==> config.mk <==
export PLATFORM = sky130hd
export DESIGN_NAME = cdr_loop_dco_flat
export DESIGN_NICKNAME = d
export VERILOG_FILES = /design/src/rtl/cdr_loop_dco_if.sv /design/src/rtl/cdr_loop_dco.sv /design/src/flat_wrapper.sv
export SDC_FILE = /design/constraint.sdc
export NUM_CORES = 1
export LEC_CHECK = 0
export CELL_PAD_IN_SITES_DETAIL_PLACEMENT = 1
export CELL_PAD_IN_SITES_GLOBAL_PLACEMENT = 1
export CORE_ASPECT_RATIO = 1.1
export CORE_MARGIN = 2
export CORE_UTILIZATION = 35
export CTS_BUF_LIST = sky130_fd_sc_hd__clkbuf_4
export DETAILED_ROUTE_END_ITERATION = 8
export MAX_ROUTING_LAYER = met4
export PLACE_DENSITY = 0.75
export SYNTH_ARGS = -nofsm -noshare
export SYNTH_HDL_FRONTEND = slang
export SYNTH_SLANG_ARGS = --single-unit
export TNS_END_PERCENT = 10
==> constraint.sdc <==
create_clock -name clk -period 3.35 [get_ports clk]
set_input_delay 0.67 -clock clk [delete_from_list [all_inputs] [get_ports clk]]
set_output_delay 0.67 -clock clk [all_outputs]
set_load 0.02 [all_outputs]
==> src/rtl/cdr_loop_dco_if.sv <==
// Loop-side signal bundle for the CDR loop filter / DCO.
// The phase detector side (master) drives up/down/enable; the loop (slave)
// returns the recovered clock, frequency word, integrator and lock flag.
interface cdr_loop_dco_if #(
   parameter int ACC_W = 16,
   parameter int INT_W = 10
);
   logic                    up;
   logic                    down;
   logic                    enable;
   logic                    crc_clk;
   logic [ACC_W-1:0]        freq_word;
   logic signed [INT_W-1:0] integ;
   logic                    locked;

   modport master (
      output up, down, enable,
      input  crc_clk, freq_word, integ, locked
   );

   modport slave (
      input  up, down, enable,
      output crc_clk, freq_word, integ, locked
   );
endinterface

==> src/rtl/cdr_loop_dco.sv <==
// Proportional-integral loop filter plus phase-accumulator DCO for clock
// recovery. Phase-detector up/down pulses are synchronized, edge-detected,
// decoded to a direction, and turned into a clamped frequency word that
// steps a phase accumulator whose MSB is the recovered clock.
module cdr_loop_dco #(
   parameter int               ACC_W    = 16,
   parameter int               INT_W    = 10,
   parameter logic [ACC_W-1:0] NOM_INC  = 16'h1000,
   parameter int               KP       = 4,
   parameter int               KI       = 1,
   parameter int               INT_LIM  = 255,
   parameter int               LOCK_WIN = 64
) (
   input logic           clk,
   input logic           rst_n,
   cdr_loop_dco_if.slave bus
);

   localparam int QW = $clog2(LOCK_WIN + 1);
   localparam logic [QW-1:0] LOCK_X = QW'(LOCK_WIN);

   localparam logic signed [INT_W:0] LIM_P = (INT_W+1)'(INT_LIM);
   localparam logic signed [INT_W:0] LIM_N = -LIM_P;
   localparam logic signed [INT_W:0] KI_X  = (INT_W+1)'(KI);

   localparam logic signed [ACC_W+1:0] KP_X  = (ACC_W+2)'(KP);
   localparam logic signed [ACC_W+1:0] NOM_X = {2'b00, NOM_INC};
   localparam logic signed [ACC_W+1:0] F_MIN = {{(ACC_W+1){1'b0}}, 1'b1};
   localparam logic signed [ACC_W+1:0] F_MAX = {3'b001, {(ACC_W-1){1'b0}}};

   // synchronizer and edge-detect registers
   logic up_meta_q, up_sync_q, up_last_q;
   logic dn_meta_q, dn_sync_q, dn_last_q;

   // loop state
   logic signed [INT_W-1:0] integ_q, integ_d;
   logic [ACC_W-1:0]        freq_q, freq_d;
   logic [ACC_W-1:0]        phase_q, phase_d;
   logic                    crc_q, crc_d;
   logic [QW-1:0]           quiet_q, quiet_d;

   logic up_evt, dn_evt;
   logic dir_up, dir_dn;

   logic signed [INT_W:0]   integ_ext;
   logic signed [INT_W:0]   integ_sum;
   logic signed [ACC_W+1:0] kp_term;
   logic signed [ACC_W+1:0] fsum;

   // Synchronizers run regardless of enable so re-enabling never sees a stale edge.
   always_ff @(posedge clk or negedge rst_n) begin
      if (!rst_n) begin
         up_meta_q <= 1'b0;
         up_sync_q <= 1'b0;
         up_last_q <= 1'b0;
         dn_meta_q <= 1'b0;
         dn_sync_q <= 1'b0;
         dn_last_q <= 1'b0;
      end else begin
         up_meta_q <= bus.up;
         up_sync_q <= up_meta_q;
         up_last_q <= up_sync_q;
         dn_meta_q <= bus.down;
         dn_sync_q <= dn_meta_q;
         dn_last_q <= dn_sync_q;
      end
   end

   // Events are dropped while disabled; simultaneous up/down cancel out.
   assign up_evt = up_sync_q & ~up_last_q & bus.enable;
   assign dn_evt = dn_sync_q & ~dn_last_q & bus.enable;
   assign dir_up = up_evt & ~dn_evt;
   assign dir_dn = dn_evt & ~up_evt;

   // Saturating integrator: computed one bit wider so the limit test cannot wrap.
   always_comb begin
      integ_ext = {integ_q[INT_W-1], integ_q};
      integ_sum = integ_ext;
      if (dir_up) begin
         integ_sum = integ_ext + KI_X;
         if (integ_sum > LIM_P) integ_sum = LIM_P;
      end else if (dir_dn) begin
         integ_sum = integ_ext - KI_X;
         if (integ_sum < LIM_N) integ_sum = LIM_N;
      end
      integ_d = integ_sum[INT_W-1:0];
   end

   // Frequency word: nominal + integrator + one-cycle proportional kick, clamped.
   always_comb begin
      kp_term = '0;
      if (dir_up)      kp_term = KP_X;
      else if (dir_dn) kp_term = -KP_X;
      fsum = NOM_X + {{(ACC_W+2-INT_W){integ_d[INT_W-1]}}, integ_d} + kp_term;
      freq_d = fsum[ACC_W-1:0];
      if (fsum < F_MIN)      freq_d = ACC_W'(1);
      else if (fsum > F_MAX) freq_d = {1'b1, {(ACC_W-1){1'b0}}};
   end

   // Phase accumulator wraps naturally; recovered clock is its MSB, one clk late.
   always_comb begin
      phase_d = phase_q + freq_q;
      crc_d   = phase_q[ACC_W-1];
   end

   // Quiet counter saturates at the lock window; any correction or disable clears it.
   always_comb begin
      quiet_d = quiet_q;
      if (!bus.enable || dir_up || dir_dn) quiet_d = '0;
      else if (quiet_q < LOCK_X)           quiet_d = quiet_q + QW'(1);
   end

   // Loop state registers; everything except the quiet counter holds while disabled.
   always_ff @(posedge clk or negedge rst_n) begin
      if (!rst_n) begin
         integ_q <= '0;
         freq_q  <= NOM_INC;
         phase_q <= '0;
         crc_q   <= 1'b0;
         quiet_q <= '0;
      end else begin
         quiet_q <= quiet_d;
         if (bus.enable) begin
            integ_q <= integ_d;
            freq_q  <= freq_d;
            phase_q <= phase_d;
            crc_q   <= crc_d;
         end
      end
   end

   assign bus.crc_clk   = crc_q;
   assign bus.freq_word = freq_q;
   assign bus.integ     = integ_q;
   assign bus.locked    = (quiet_q >= LOCK_X);

endmodule

==> src/flat_wrapper.sv <==
// flat-port wrapper written by rule: the top's interface ports become plain ports
module cdr_loop_dco_flat 
#(
   parameter int               ACC_W    = 16,
   parameter int               INT_W    = 10,
   parameter logic [ACC_W-1:0] NOM_INC  = 16'h1000,
   parameter int               KP       = 4,
   parameter int               KI       = 1,
   parameter int               INT_LIM  = 255,
   parameter int               LOCK_WIN = 64
)
  (clk, rst_n, bus_up, bus_down, bus_enable, bus_crc_clk, bus_freq_word, bus_integ, bus_locked);
  cdr_loop_dco_if #(.ACC_W(ACC_W), .INT_W(INT_W)) bus_i ();
  input logic clk;
  input logic rst_n;
  input wire logic [$bits(bus_i.up)-1:0] bus_up;
  input wire logic [$bits(bus_i.down)-1:0] bus_down;
  input wire logic [$bits(bus_i.enable)-1:0] bus_enable;
  output wire logic [$bits(bus_i.crc_clk)-1:0] bus_crc_clk;
  output wire logic [$bits(bus_i.freq_word)-1:0] bus_freq_word;
  output wire logic [$bits(bus_i.integ)-1:0] bus_integ;
  output wire logic [$bits(bus_i.locked)-1:0] bus_locked;
  assign bus_i.up = bus_up;
  assign bus_i.down = bus_down;
  assign bus_i.enable = bus_enable;
  assign bus_crc_clk = bus_i.crc_clk;
  assign bus_freq_word = bus_i.freq_word;
  assign bus_integ = bus_i.integ;
  assign bus_locked = bus_i.locked;
  cdr_loop_dco #(.ACC_W(ACC_W), .INT_W(INT_W), .NOM_INC(NOM_INC), .KP(KP), .KI(KI), .INT_LIM(INT_LIM), .LOCK_WIN(LOCK_WIN)) u_core (.clk(clk), .rst_n(rst_n), .bus(bus_i));
endmodule
==> run metrics <==
Die Ht 118 um; count of final setup violators 5; GRT Max-Usage Layer met2; delay of the slowest critical-path stage 0.45 ns; Fin Clk Skew 0.0225 ns; Rel. slew slack 0.634; CP Class reg -> reg; # nets final 587; failing checks setup timing; post-route cell area 5290 sq um; Hold Crit Class in -> async; peak supply drop 0.000312 V; crit path max fanout 6; worst path cell trace buf_6 > buf_4 > nor4_4 > o2111ai_2 > nor3_2 > nor2_4 > a221oi_2 > nor2_1 > buf_4 > fa_2 > a21oi_2 > o21bai_1 > a21o_1 > a21oi_4 > o211ai_1 > a32o_1; Max Root-Sink Buffers 2; routed wire length 12.4 mm; IO Count 33; Net Count, Synth 497; clk sinks 56; gp weighted congestion 0.889; initial drt markers 173; Top cell by count, worst path buf_4; worst hold slack 0.201 ns; maximum clock rate 289 MHz; Tcrit/Tclk final 1.03; H-Tree Depth 2; vias per cell 5.56; layout cells sized above 1 0.246; vias in the first global route 4150; first-pass GRT wire length 20.7 mm; row count 41; Die X 108 um; Final Core Density 0.459; Final TNS setup -0.362 ns; Skew-Pair Late Insertion Delay 0.41 ns; sequential area share after synthesis 0.337; GR Util met2 0.363; Post-Synthesis Cells 458; Slew Viols, Final 0; Max Cap Viol 0; fillcell total 1359; top_reg_cell synth dfrtp_1; Critical Path RT 3.70 ns; clock transition at the registers of the reported paths 0.19 ns; RSZ-0062 raised after global routing yes; #FFs+latches synth 56; CP max-delay cell dfrtp_1; Tot GR Track Use 0.209; GR Util met3 0.0292; DR DRC count 0; initial antenna violation count 0; EDFF count, synth 0; Design Power 0.00382 W; via count 3889; drt pass-1 iters 4; Initial Util 0.361; Avg Inst Size Synth 9.09 sq um; status complete, but fails checks; fraction of registers with async set or reset after synthesis 1.00; Sequential Area 1410 sq um; largest net degree at the start of global routing 48; n_diodes 0; synthesized area 4160 sq um; Layout area overhead 27.1%; core area 11500 sq um; crit path time final 3.46 ns; post-route ant nets 0; count of unique library cells instantiated by Yosys 75; placed cell areas 5110 sq um; Worst Max-Slew Pin Slew 0.549 ns; CP arrival 3.81 ns; total global routing overflow 0; final hold viol count 0; area occupied by multi-input gates 2660 sq um; I/O Buffers 32; CTS tree yes; TritonCTS buffer count 5; buffer type at the clock tree root clkbuf_4; DP HPWL 9.54 mm; Setup crit end kind flip-flop; Yosys warning total 0; met1 GRT Util 0.247; Final WS setup -0.107 ns; Leak 2.33 nW; die area 12800 sq um; P per Cell Area 722 nW/um^2; Worst setup SP type flip-flop; hold buffers post-CTS 0; drt wl/cell 17.7 um
==> cells by family (layout without fill, tap and decap cells) <==
| family | count (synthesis) | after routing | synth area share |
|---|---|---|---|
| XOR/XNOR | 25 | 25 | 0.0526 |
| AND/OR/NAND/NOR | 145 | 145 | 0.180 |
| adder cells (fa/ha/maj) | 34 | 34 | 0.106 |
| buffers and inverters | 49 | 140 | 0.0508 |
| AO/OA/AOI/OAI | 135 | 135 | 0.237 |
| multiplexers | 14 | 14 | 0.0367 |
| flip-flops | 56 | 56 | 0.337 |
==> synth_stat cells (all sizes together), types with 3 or more instances <==
cell / n / area share
dfrtp: 55 / 0.33
nor2: 45 / 0.042
ha: 32 / 0.096
nand2: 26 / 0.023
inv: 23 / 0.021
a21oi: 22 / 0.026
o21ai: 22 / 0.026
nand3: 19 / 0.024
nor3: 15 / 0.020
clkbuf: 13 / 0.012
xnor2: 13 / 0.027
a21o: 12 / 0.022
buf: 12 / 0.017
xor2: 12 / 0.025
mux2: 10 / 0.027
a31oi: 9 / 0.014
o211ai: 8 / 0.014
o21a: 8 / 0.014
a221oi: 6 / 0.017
a22o: 6 / 0.013
nand2b: 6 / 0.0090
a2111oi: 5 / 0.015
and3: 5 / 0.0075
nor2b: 5 / 0.0075
a21boi: 4 / 0.0072
mux2i: 4 / 0.0096
nand4: 4 / 0.0060
a32o: 3 / 0.0075
nor3b: 3 / 0.0066
o311ai: 3 / 0.0063
or3: 3 / 0.0045
==> cell usage in the layout, fill, tap and decap left out, types with 8 or more instances in the layout <==
| master | netlist | routed |
|---|---|---|
| a21o_1 | 12 | 12 |
| a21oi_1 | 22 | 19 |
| a31oi_1 | 9 | 9 |
| buf_4 | 4 | 74 |
| clkdlybuf4s50_1 | 0 | 30 |
| dfrtp_1 | 55 | 53 |
| ha_1 | 32 | 29 |
| inv_1 | 23 | 22 |
| mux2_2 | 10 | 10 |
| nand2_1 | 26 | 26 |
| nand3_1 | 18 | 18 |
| nor2_1 | 44 | 43 |
| nor3_1 | 13 | 13 |
| o211ai_1 | 8 | 8 |
| o21a_1 | 8 | 8 |
| o21ai_0 | 20 | 18 |
| xnor2_1 | 13 | 13 |
| xor2_1 | 12 | 12 |
==> final cells by class <==
cell class / count / share of cell area
clock buffers: 6 / 0.00851
clock inverters: 2 / 0.00260
inverters: 24 / 0.0170
multi-input cells: 353 / 0.503
flip-flops and latches: 56 / 0.265
well taps: 150 / 0.0355
repair buffers: 108 / 0.168
==> path summary, 6_finish.rpt <==
kind                                                 start                              endpoint  slack [ns]  depth (start not counted)
max                        u_core.bus.integ[1]$_DFFE_PN0P_  u_core.bus.freq_word[12]$_DFFE_PN1P_       -0.11                         16
max in group asynchronous                            rst_n  u_core.bus.freq_word[12]$_DFFE_PN1P_        2.37                          2
max reg2reg                u_core.bus.integ[1]$_DFFE_PN0P_  u_core.bus.freq_word[12]$_DFFE_PN1P_       -0.11                         16
min in group clk                u_core.up_meta_q$_DFF_PN0_            u_core.up_sync_q$_DFF_PN0_        0.37                          0
min reg2reg                     u_core.up_meta_q$_DFF_PN0_            u_core.up_sync_q$_DFF_PN0_        0.37                          0
min                                                  rst_n   u_core.bus.freq_word[9]$_DFFE_PN0P_        0.20                          1
==> flip-flops by register name, summed over array words and instances, names as in the netlist <==
name                  flops
u_core.bus.integ         10
u_core.bus.freq_word     16
u_core.quiet_q            7
u_core.phase_q           16
u_core.dn_meta_q          1
u_core.up_sync_q          1
u_core.dn_sync_q          1
u_core.dn_last_q          1
u_core.up_last_q          1
u_core.bus.crc_clk        1
u_core.up_meta_q          1
==> report_power, final <==
| part | internal [W] | switching [W] |
|---|---|---|
| combinational | 0.00117 | 0.00126 |
| sequential | 0.000873 | 0.000182 |
| clock | 0.0000928 | 0.000245 |
| total | 0.00214 | 0.00168 |
==> stage by stage <==
step | setup WS, ns | cells
final | -0.107 | 699
after detailed placement | -0.219 | 686
after global routing | -0.299 | 699
after floorplan | -0.288 | 458
after global placement | -0.103 | 686
after CTS | -0.102 | 699
==> timing repair <==
action | in CTS | in global routing
pin swaps | 8 | 5
setup buffers | 5 | 0
resized for setup | 7 | 13
endpoints found under the setup margin | 4 | 9
==> critical path: cells and delay by family (launching register included) <==
kind | cells | cell delay (ns)
adder cells (fa/ha/maj) | 1 | 0.40
buffers and inverters | 3 | 0.44
AO/OA/AOI/OAI | 8 | 1.32
AND/OR/NAND/NOR | 4 | 0.78
flip-flops | 1 | 0.45
==> layer usage <==
metal / up-vias / part of all wire
met5: - / 0
met4: 0 / 0.025
met3: 20 / 0.024
met2: 52 / 0.52
met1: 1961 / 0.43
li1: 1856 / -
Power figures use the tool's default switching activity.
